$ cat src/rtl/dmem_arbiter.sv
// Two-port arbiter sharing the data-memory port between the MEM stage (C) and a DMA/debug master (D).
// Includes DMA starvation protection, a DMA lock for atomic bursts and an in-order read-return pipe.
module dmem_arbiter #(
    parameter int READ_LATENCY = 1,
    parameter int STARVE_LIMIT = 4
) (
    input  logic        clk,
    input  logic        reset,
    input  logic        c_req,
    input  logic        c_we,
    input  logic [31:0] c_addr,
    input  logic [31:0] c_wdata,
    input  logic [3:0]  c_be,
    output logic        c_gnt,
    output logic        c_stall,
    output logic        c_rvalid,
    input  logic        d_req,
    input  logic        d_we,
    input  logic        d_lock,
    input  logic [31:0] d_addr,
    input  logic [31:0] d_wdata,
    input  logic [3:0]  d_be,
    output logic        d_gnt,
    output logic        d_rvalid,
    output logic [31:0] rdata,
    output logic [31:0] dmem_addr,
    output logic [31:0] dmem_data_out,
    output logic [3:0]  dmem_byte_enable,
    output logic        dmem_read,
    output logic        dmem_write,
    input  logic [31:0] dmem_data_in
);

    typedef enum logic {ARB, DLOCK} state_t;

    localparam logic [3:0] LIMIT = 4'(STARVE_LIMIT);

    state_t state, next_state;
    logic [3:0] starve_cnt;
    logic c_win, d_win;
    logic issue_read;
    logic [READ_LATENCY-1:0] pipe_valid;
    logic [READ_LATENCY-1:0] pipe_owner;

    always_ff @(posedge clk or posedge reset) begin
        if (reset) begin
            state <= ARB;
        end else begin
            state <= next_state;
        end
    end

    always_comb begin
        c_win = 1'b0;
        d_win = 1'b0;
        next_state = state;
        case (state)
            ARB: begin
                if ((starve_cnt == LIMIT) && d_req) begin
                    d_win = 1'b1;
                end else if (c_req) begin
                    c_win = 1'b1;
                end else if (d_req) begin
                    d_win = 1'b1;
                end
                if (d_win && d_lock) begin
                    next_state = DLOCK;
                end
            end
            DLOCK: begin
                d_win = d_req;
                if (!d_lock) begin
                    next_state = ARB;
                end
            end
            default: next_state = ARB;
        endcase
    end

    // Outputs are gated by reset so nothing leaks onto the bus while reset is held.
    always_comb begin
        c_gnt            = c_win & ~reset;
        d_gnt            = d_win & ~reset;
        c_stall          = c_req & ~c_win & ~reset;
        dmem_read        = 1'b0;
        dmem_write       = 1'b0;
        dmem_addr        = 32'h0;
        dmem_data_out    = 32'h0;
        dmem_byte_enable = 4'h0;
        if (c_gnt) begin
            dmem_read        = ~c_we;
            dmem_write       = c_we;
            dmem_addr        = c_addr;
            dmem_data_out    = c_wdata;
            dmem_byte_enable = c_be;
        end else if (d_gnt) begin
            dmem_read        = ~d_we;
            dmem_write       = d_we;
            dmem_addr        = d_addr;
            dmem_data_out    = d_wdata;
            dmem_byte_enable = d_be;
        end
    end

    assign issue_read = dmem_read;

    // D only loses cycles in ARB; the count saturates so the override persists until D wins.
    always_ff @(posedge clk or posedge reset) begin
        if (reset) begin
            starve_cnt <= 4'd0;
        end else if (d_gnt || !d_req) begin
            starve_cnt <= 4'd0;
        end else if ((state == ARB) && (starve_cnt != LIMIT)) begin
            starve_cnt <= starve_cnt + 4'd1;
        end
    end

    always_ff @(posedge clk or posedge reset) begin
        if (reset) begin
            pipe_valid <= '0;
            pipe_owner <= '0;
        end else begin
            pipe_valid[0] <= issue_read;
            pipe_owner[0] <= d_gnt;
            for (int i = 1; i < READ_LATENCY; i++) begin
                pipe_valid[i] <= pipe_valid[i-1];
                pipe_owner[i] <= pipe_owner[i-1];
            end
        end
    end

    always_comb begin
        c_rvalid = 1'b0;
        d_rvalid = 1'b0;
        rdata    = 32'h0;
        if (!reset && pipe_valid[READ_LATENCY-1]) begin
            rdata    = dmem_data_in;
            c_rvalid = ~pipe_owner[READ_LATENCY-1];
            d_rvalid = pipe_owner[READ_LATENCY-1];
        end
    end

endmodule

$ cat config.mk
export PLATFORM = sky130hd
export DESIGN_NAME = dmem_arbiter
export DESIGN_NICKNAME = d
export VERILOG_FILES = /design/src/rtl/dmem_arbiter.sv
export SDC_FILE = /design/constraint.sdc
export NUM_CORES = 1
export LEC_CHECK = 0
export ABC_CLOCK_PERIOD_IN_PS = 2200
export CAP_MARGIN = 40
export CORE_AREA = 2 2 110 112
export DETAILED_ROUTE_END_ITERATION = 16
export DIE_AREA = 0 0 112 114
export PLACE_DENSITY = 0.68
export SLEW_MARGIN = 0
export SYNTH_ARGS = -nofsm -noshare
export SYNTH_HDL_FRONTEND = slang
export SYNTH_SLANG_ARGS = --single-unit
$ cat constraint.sdc
create_clock -name clk -period 2.2 [get_ports clk]
set_clock_uncertainty 0.05 [all_clocks]
set_input_delay 0.55 -clock clk [delete_from_list [all_inputs] [get_ports clk]]
set_output_delay 0.55 -clock clk [all_outputs]
set_load 0.1 [all_outputs]
# After elaboration in Yosys (flattened, before gate mapping)
# Index checks and enable logic that the tools add are counted.
# W data, S select, Z words.
totals:
  register_bits: 7
  in_bits: 175
  out_inout_bits: 107
  wordCells: 51
op_classes:
  addsub: 1
  n_eq_ne: 2
  n_mux: 26
  n_bitwise: 10
  reduce_logical: 8
ops:
  columns: ["operator", "n"]
  rows:
  - ["$mux W32", 5]
  - ["$mux W4", 4]
  - ["$mux W1", 15]
  - ["$not A1 Y1", 6]
  - ["$add A4 B1 Y4 const B", 1]
  - ["$and A1 B1 Y1", 4]
  - ["$eq A4 B3 Y1 const B", 1]
  - ["$logic_and A1 B1 Y1", 4]
  - ["$ne A4 B3 Y1 const B", 1]
  - ["$pmux W1 S2", 2]
  - ["$logic_not A1 Y1", 2]
  - ["$reduce_bool A2 Y1", 1]
  - ["$logic_or A1 B1 Y1", 1]

# Logic depth before layout (Yosys ltp)
# Gate-level depths: netlist (run 1).
logic_depth:
  word_depth: 8
  depth_mapped: 8
  mapped_depth_nobuf: 5

# Least setup slack after synthesis (run 1)
# Ideal clock, no wire load.
synth_path:
  path_type: "reg-to-output"
  from: "reg starve_cnt[0]"
  to: "out dmem_addr[26]"
  arrival_time_ps: 3527
  required_ps: 1600
  slack_ps: -1927
  stages_incl_launch_ff: 8
  n_path_buf: 2
  cell_sequence: "dfrtp_1 inv_1 ha_1 and3b_1 buf_6 a21o_1 buf_6 o32ai_1"
synth_between:
  elab_chain_len: 8
  word_cells_on_any_way: 11
  cone_classes: "eq/ne (1); mux (7); bitwise (2); reduce/logical (1)"
synth_rtl:
  columns: ["item", "line_no", "text"]
  rows:
  - ["from (decl)", "39", "logic [3:0] starve_cnt;"]
  - ["from (signal assigned)", "114", "starve_cnt <= starve_cnt + 4'd1;"]
  - ["$eq A4 B3 Y1 (*)", "59", "if ((starve_cnt == LIMIT) && d_req) begin"]
  - ["$logic_and A1 B1 Y1 (*)", "59", null]
  - ["$mux W1", "59", null]
  - ["$mux W1", "57", "case (state)"]
  - ["$pmux W1 S2", "57", null]
  - ["$and A1 B1 Y1", "83", "d_gnt = d_win & ~reset;"]
  - ["$mux W32", "96", "end else if (d_gnt) begin"]
  - ["$mux W32 (*)", "90", "if (c_gnt) begin"]
  - ["to (decl)", "26", "output logic [31:0] dmem_addr,"]
# Every way passes the cells marked *; elsewhere a longest branch is shown, timed or not. The select of a mux whose other input is x is not followed.

# Worst setup path in the final report (run 1)
layout_path:
  from: "reg starve_cnt[1]"
  to: "out dmem_data_out[29]"
layout_between:
  elab_chain_len: 8
  word_cells_on_any_way: 11
  cone_classes: "eq/ne (1); mux (7); bitwise (2); reduce/logical (1)"
layout_rtl:
  columns: ["item", "line_no", "text"]
  rows:
  - ["$eq A4 B3 Y1 (*)", "59", null]
  - ["$logic_and A1 B1 Y1 (*)", "59", null]
  - ["$mux W1", "59", null]
  - ["$mux W1", "57", null]
  - ["$pmux W1 S2", "57", null]
  - ["$and A1 B1 Y1", "83", null]
  - ["$mux W32", "96", null]
  - ["$mux W32 (*)", "90", null]
  - ["to (decl)", "27", "output logic [31:0] dmem_data_out,"]
# Marks and branches as above.

==> summary by stage, run 1 <==
Status
The run finished, with violations left. The final reports fail on negative setup slack.

STA
Of the available clock period, the critical path in the final layout requires 1.21. The slew at the pin with the worst max-slew slack is 453 ps. The worst slew slack as a fraction of its limit is 0.698. The setup violation total in the final timing report is 73. The final hold slack is 371 ps. Setup slack on the critical path of the routed design comes to -461 ps. Derived from the worst setup path, the maximum achievable clock frequency is 376 MHz. The count of final max-slew check failures came to 0. Setup repair after global routing could not meet its margin everywhere. The post-route minimum period is 2660 ps. The sum of negative setup slack is -30150 ps.

The count of final hold-check violations is 0.

Synth
The post-synthesis sequential area ratio is 0.0704. The cell taking the most area after synthesis is sky130_fd_sc_hd__o32ai_2. The net count after synthesis is 492.

The proportion of netlist area held by the largest area contributor is 0.451. In the synthesized netlist, the number of instances is 315. By area the synthesized netlist is led by sky130_fd_sc_hd__o32ai_2 (45%), sky130_fd_sc_hd__inv_1 (11%), sky130_fd_sc_hd__nand2_1 (10%), sky130_fd_sc_hd__and2_1 (8.3%), sky130_fd_sc_hd__dfrtp_1 (7.0%). The Yosys warning count is 0. In this run, synthesis produced a sequential element count of 7. The count of cell types in the netlist is 33. The number of flops mapped to enable cells by yosys is 0. The average size of a mapped cell is 7.90 sq um. Of all flip-flops after synthesis, the portion carrying an async set or reset was 1.00. In this run the cell area of the synthesized design comes to 0.00249 sq mm. Among all flip-flop cells after synthesis, the most frequent one is sky130_fd_sc_hd__dfrtp_1.

Die
The core box area is 0.0117 sq mm. The count of pins on the block boundary is 282. After floorplanning, the core was divided into 40 placement rows. The floorplan step set the die height to 114 um. For this configuration, the core starts out at a cell density of 0.213. In this run the horizontal extent of the chip is 112 um.

The full die area is 0.0128 sq mm.

Routing
The total routed wirelength is 12900 um. In the routed layout, each cell is associated on average with a via count of 4.64. In this run the remaining antenna-violating nets after routing total 0. The overall via count from detail_route is 3553.

The number of iterations in the first detailed-routing pass is 4. The remaining design rule violation count is 0. For this block, the initial DRC count from the detailed router was 145. The average wire per cell in the routed design is 16.9 um.

Critical path
Together, buffers and inverters on the worst path number 3. The cell count of the worst reg-to-reg path is 9. Traced cell by cell, the critical path runs through inv_1 -> ha_4 -> and3b_2 -> a21o_4 -> buf_12 -> o32ai_4 -> buf_12. The library cell contributing the largest single delay on the critical path is sky130_fd_sc_hd__dfrtp_1. The logic depth of the worst path, buffers included is 7.

In this design, the critical path's most frequently occurring cell is sky130_fd_sc_hd__buf_12. The critical-path maximum fanout is 8. The category of the worst setup path capture point is an output pin. The worst setup path is of the register to output pin kind.

The delay of the slowest cell on the worst path is 340 ps. The critical path data required time is 1600 ps. Grouping stages by cell kind, the critical path spends the most delay in compound AO/OA/AOI/OAI gates. The data arrival time at the worst-slack endpoint is 2060 ps. The kind of start point of the critical path is a register.

Pwr
The share of total power dissipated in combinational logic is 0.842. In this run the power spent charging and discharging nets is 1.44 mW. The power after layout is 2.89 mW. Cell internal power was estimated by the tool at 1.45 mW. The fraction of power spent switching nets is 0.498. The fraction of power consumed by sequential logic is 0.049. The peak supply drop is 241 uV. The relative contribution of the clock network to total power is 0.109. The power per unit of standard cell area is 357 mW/mm^2.

The static leakage is 3.15 nW.

Layout
The most common library cell in the layout ignoring fill and taps is sky130_fd_sc_hd__clkdlybuf4s50_1. The filler cells instantiated in the layout total 825. The signed area change from the synthesized netlist to the final layout is 225%. The final-stage net count is 796. The top cell types in the final layout, fill and taps aside, are sky130_fd_sc_hd__clkdlybuf4s50_1 (171), sky130_fd_sc_hd__buf_12 (127), sky130_fd_sc_hd__inv_1 (70), sky130_fd_sc_hd__o32ai_4 (70), sky130_fd_sc_hd__nand2_1 (69). The number of antenna cells inserted is 0.

In the final layout, the share of cells above drive strength 1 is 0.458.

GRT
The via count of the first global-routing pass was 3826. The first-pass GRT wire length is 20300 um. The total overflow left after global routing is 0. The maximum number of pins on one net before global-route repair is 40. In the global route stage, overall resource usage came out at 0.196. The initial antenna violation count is 0.

Placement
The count of input and output buffers is 281. The wire-length estimate of the detail-placed layout is 10700 um. Routability-driven placement finished with a final weighted congestion of 0.802.

Clocking
After clock tree synthesis, the clock-pin slew on the worst setup and hold paths is 40 ps. The maximum level of the CTS H-tree is 1. The library cell used as clock root buffer is sky130_fd_sc_hd__clkbuf_16. The number of buffers created by CTS is 3. The number of clock sinks is 7. The clock passes through at most 2 buffers.

The number of hold-repair buffers added at the cts stage is 0. TritonCTS built the clock tree. The clock insertion delay at the later pin of the skew report is 230 ps.

Run
The count of maximum capacitance violations is 0.

Min path
The class of the worst hold path is input port to asynchronous set/reset pin.
-- through the flow --
stage / area [sq um] / std cells / setup WS [ps] / utilization
after floorplan: 3410 / 315 / -597 / -
after global placement: 7800 / 748 / -512 / 0.666
final: 8100 / 765 / -461 / 0.692
after detailed placement: 7800 / 748 / -543 / 0.666
after CTS: 8050 / 762 / -459 / 0.687
after global routing: 8100 / 765 / -519 / 0.692
-- power by group through the flow --
stage	clock [mW]	sequential, mW	combinational (mW)
global route	0.327	0.141	2.52
global placement	0	0.141	2.35
detailed placement	0	0.142	2.38
CTS	0.323	0.140	2.43
floorplan	0	0.143	1.41
finish	0.317	0.140	2.43
-- cell families after synthesis --
| family | after synthesis | share of synthesized area |
|---|---|---|
| compound gates | 80 | 0.488 |
| fa+ha+maj | 2 | 0.0100 |
| buf+inv | 108 | 0.203 |
| flops | 7 | 0.0704 |
| mux | 1 | 0.00452 |
| simple gates | 117 | 0.224 |
-- worst paths after layout --
path / from / endpoint / slack [ps]
hold reg to reg: state$_DFF_PP0_ / state$_DFF_PP0_ / 540
min in group clk: state$_DFF_PP0_ / state$_DFF_PP0_ / 540
hold / removal: reset / starve_cnt[0]$_DFFE_PP0P_ / 370
setup reg to reg: starve_cnt[1]$_DFFE_PP0P_ / pipe_valid$_DFF_PP0_ / 310
setup / recovery: starve_cnt[1]$_DFFE_PP0P_ / dmem_data_out[29] / -460
max in group asynchronous: reset / state$_DFF_PP0_ / 1560
-- worst min-delay path: cells and delay by family --
| family | cells | cell delay (ps) |
|---|---|---|
| buffers and inverters | 3 | 460 |
-- timing repair --
item,in CTS,in global routing
cloned,4,1
gates resized for setup,14,3
pin swaps,35,52
setup buffers,6,2
setup endpoints to repair,73,73
-- cells in the mapped netlist (2+ instances only) --
cell type                  instances
sky130_fd_sc_hd__ha_1              2
sky130_fd_sc_hd__buf_4             7
sky130_fd_sc_hd__nor2_1            3
sky130_fd_sc_hd__buf_2             5
sky130_fd_sc_hd__dfrtp_1           7
sky130_fd_sc_hd__and2_1           33
sky130_fd_sc_hd__and3_1            2
sky130_fd_sc_hd__o32ai_2          69
sky130_fd_sc_hd__inv_1            71
sky130_fd_sc_hd__clkbuf_1         14
sky130_fd_sc_hd__nor2b_1           3
sky130_fd_sc_hd__buf_6             9
sky130_fd_sc_hd__nand2_1          69
sky130_fd_sc_hd__nand2b_1          2
-- area by class of cell --
type / instances / area [sq um] / share of cell area
clock buffers: 3 / 75.1 / 0.00927
clock inverters: 1 / 5.00 / 0.000618
inverters: 72 / 270 / 0.0334
multi-input cells: 201 / 2750 / 0.339
flip-flops and latches: 7 / 175 / 0.0216
well taps: 147 / 184 / 0.0227
repair buffers: 334 / 4640 / 0.573
-- registers in the layout, indices dropped and copies added (netlist names) --
register and flops:
starve_cnt 4, pipe_owner 1, pipe_valid 1, state 1
-- routing by layer --
layer  global-route usage  part of all wire
met4               0.0415             0.023
met5                    0                 0
met2                0.382              0.55
met3               0.0542             0.075
met1                0.210              0.35
Power figures use the tool's default switching activity.
==> inputs of run 2 (changes only) <==
ABC_AREA = 1   (was default)
PLACE_DENSITY = default   (was 0.68)
==> summary by stage, run 2 <==
Status
The flow ran to the end, but the final reports show violations. The final reports fail on negative setup slack.

Placement
The number of cells in the design after placement is 780. The count of buffers added on input and output ports is 281. After legalization and detailed placement, the total HPWL measured 9870 um. The minimum setup slack after placement is -534 ps. The congestion estimate from routability-driven global placement came to 0.832.

Synth
The adder and majority gate portion of the synthesized area is 0.0155. After synthesis the cells add up to 0.00162 sq mm. The commonest cells after synthesis are sky130_fd_sc_hd__nand2_1 (218), sky130_fd_sc_hd__inv_1 (42), sky130_fd_sc_hd__nor2_1 (37), sky130_fd_sc_hd__buf_6 (14), sky130_fd_sc_hd__dfrtp_1 (7). The most common cell in the netlist is sky130_fd_sc_hd__nand2_1. The share of the synthesized area in compound gates (AO/OA/AOI/OAI) is 0.0217. The fraction of synthesized area in multiplexers is 0.

The Yosys step of the flow raised 0 warnings. The count of cell types in the netlist is 16. The net count after synthesis is 521. In the synthesized netlist the async set-or-reset flop fraction comes to 1.00. Of the total synthesized cell area, the portion taken by XOR and XNOR cells is 0. By area the synthesized netlist is led by sky130_fd_sc_hd__nand2_1 (51%), sky130_fd_sc_hd__dfrtp_1 (11%), sky130_fd_sc_hd__buf_6 (9.8%), sky130_fd_sc_hd__inv_1 (9.8%), sky130_fd_sc_hd__nor2_1 (8.6%). In this run the mean area of a mapped cell was 4.70 sq um.

Of the total synthesized cell area, the portion taken by AND, OR, NAND and NOR gates is 0.645. In the synthesized netlist the dominant register cell turns out to be sky130_fd_sc_hd__dfrtp_1. The post-synthesis sequential area ratio is 0.108. The share of synthesized area in the top cell type comes to 0.506.

The gate count of the mapped netlist is 344. The number of flops mapped to enable cells by yosys is 0. The largest family of logic cells by synthesized area is simple AND/OR/NAND/NOR gates.

The post-synthesis sequential element count is 7. The cell taking the most area after synthesis is sky130_fd_sc_hd__nand2_1.

GRT
The all-layer global routing usage is 0.183. The first-pass GRT wire length is 18500 um. The initial antenna violation count is 0. The via count of the first global-routing pass was 3504. After global routing the overflow that remains totals 0. The maximum number of pins on one net before global-route repair is 29.

Layout
The register containing the most flip-flops in the final layout is starve_cnt. The net count of the finished layout is 840. Leaving out fill and tap cells, the most frequent cell in the layout is sky130_fd_sc_hd__clkdlybuf4s50_1. The layout has 907 filler cells.

Registers take 175 sq um. The number of antenna cells inserted is 0. Compared with the post-synthesis result, the final layout area differs by 367%. The number of cells in the finished layout apart from fillers is 809. The fraction of final layout cells sized beyond drive strength 1 is 0.560. The register with the most flip-flops in the layout has 4 of them.

The multi-input combinational cells in the finished layout cover a total of 0.00231 sq mm. The top cell types in the final layout, fill and taps aside, are sky130_fd_sc_hd__clkdlybuf4s50_1 (171), sky130_fd_sc_hd__buf_12 (116), sky130_fd_sc_hd__nand2_2 (79).

Clocking
The buffer levels on the longest clock path is 2. The number of buffers created by CTS is 3. The number of clock sinks is 7. In this run the number of H-tree levels came out at 1.

The CTS tree is yes. At the later pin of the worst-skew pair, clock insertion delay measures 230 ps. The library cell used as clock root buffer is sky130_fd_sc_hd__clkbuf_16. After clock tree synthesis, the clock-pin slew on the worst setup and hold paths is 40 ps.

Critical path
In this run the worst path has a maximum fanout of 8. The cell count of the worst reg-to-reg path is 12. The category of the critical setup timing path is input port to output pin.

STA classifies the critical path startpoint as an input port. The critical path data required time is 1600 ps. The data arrival time at the worst-slack endpoint is 1850 ps. The category of the worst setup path capture point is an output pin.

Die
The core region is 0.0117 sq mm. Pin placement for this block handled 282 I/O pins. The floorplan die width is 112 um. The die height is 114 um. The row count is 40.

The effective utilization at floorplan is 0.138. The floorplan step defined a die boundary enclosing 0.0128 sq mm.

STA
The count of final max-slew check failures is 0. At the pin with the least slew margin, the transition time is 223 ps. Setup repair after global routing could not meet its margin everywhere. The count of final hold-check violations is 0. The final worst slack is -254 ps. The maximum operating frequency is 408 MHz.

In this run the tightest slew margin relative to its limit is 0.851. The setup violation total in the final timing report is 72. Of the available clock period, the critical path in the final layout requires 1.12. The post-route minimum period is 2450 ps.

Run
Across the run, the number of max-cap violations was 0.

Routing
For this run, design rule violations remaining after detail routing come to 0. The first TritonRoute pass finished after 4 iterations. The overall via count from detail_route is 3404. Using the TritonRoute via totals, the vias-per-cell ratio works out to 4.21. Once detail routing completed, the nets flagged for antenna violations numbered 0. The total routed wirelength is 12900 um. The violation count after the first detailed-routing iteration is 127. After detailed routing, the average wire length per cell comes to 15.9 um.

Min path
The worst hold path belongs to the class input port to asynchronous set/reset pin.

Pwr
In this run the power density over the cells is 364 mW/mm^2. The power after layout is 2.74 mW. The peak supply drop is 226 uV.

The analysis attributes to cell leakage a power of 3.22 nW.
==> run 2: cell types whose count changed after synthesis, sizes merged, moves of 8 or more <==
cell    change
nor2       +35
buf         -8
inv        -28
nand2     +151
clkbuf     -11
o32ai      -70
and2       -33
==> run 2: final timing paths <==
path	startpoint	end	slack, ps
min in group clk	starve_cnt[3]$_DFFE_PP0P_	starve_cnt[3]$_DFFE_PP0P_	530
hold reg to reg	starve_cnt[3]$_DFFE_PP0P_	starve_cnt[3]$_DFFE_PP0P_	530
max in group asynchronous	reset	starve_cnt[2]$_DFFE_PP0P_	1440
hold / removal	reset	pipe_owner$_DFF_PP0_	410
setup reg to reg	starve_cnt[1]$_DFFE_PP0P_	pipe_valid$_DFF_PP0_	510
setup / recovery	d_req	dmem_data_out[15]	-250
==> run 2: power breakdown <==
group	switching (mW)	internal (mW)
clock network	0.0712	0.241
registers	0.00879	0.138
logic	1.32	0.963
==> run 2: kinds of logic after synthesis <==
logic type,Yosys count
and+or+nand+nor,267
adders and majority gates,2
DFF,7
AOI/OAI and AO/OA,7
buffers and inverters,61
==> run 2: layout make-up <==
class / count / share of cell area
inverters: 44 / 0.0269
repair inverters: 2 / 0.00431
multi-input cells: 276 / 0.306
well taps: 147 / 0.0244
repair buffers: 329 / 0.605
clock buffers: 4 / 0.0105
flip-flops and latches: 7 / 0.0232
==> run 2: layer usage <==
layer	wire length [um]	up-vias	track usage
li1	-	1638	-
met1	4450	1569	0.196
met2	7020	177	0.354
met3	1070	20	0.0494
met4	329	0	0.0472
met5	0	-	0
==> run 2: worst max-delay path, stage by stage <==
cell and delay (ps):
sky130_fd_sc_hd__dlygate4sd2_1 260, sky130_fd_sc_hd__nand4_1 150, sky130_fd_sc_hd__nand3_2 170, sky130_fd_sc_hd__inv_8 180
sky130_fd_sc_hd__clkbuf_16 190, sky130_fd_sc_hd__nand2_1 90, sky130_fd_sc_hd__nand2_4 70, sky130_fd_sc_hd__buf_12 170
==> run 2: metrics by stage <==
stage	cell area (sq um)	TNS (ps)	util	hold slack [ps]
3_5_place_dp	6650	-46910	0.568	522
3_3_place_gp	6650	-45280	0.568	498
4_1_cts	7180	-13420	0.613	490
5_1_grt	7540	-20200	0.644	415
6_report	7540	-16170	0.644	408
2_1_floorplan	2510	-1610	-	287
==> run 2: what timing repair did <==
item / in CTS / in global routing
gates resized for setup: 94 / 64
hold buffers: 0 / 0
setup buffers: 9 / 4
endpoints found under the setup margin: 107 / 73
gates cloned: 5 / 7
pin swaps: 10 / 5
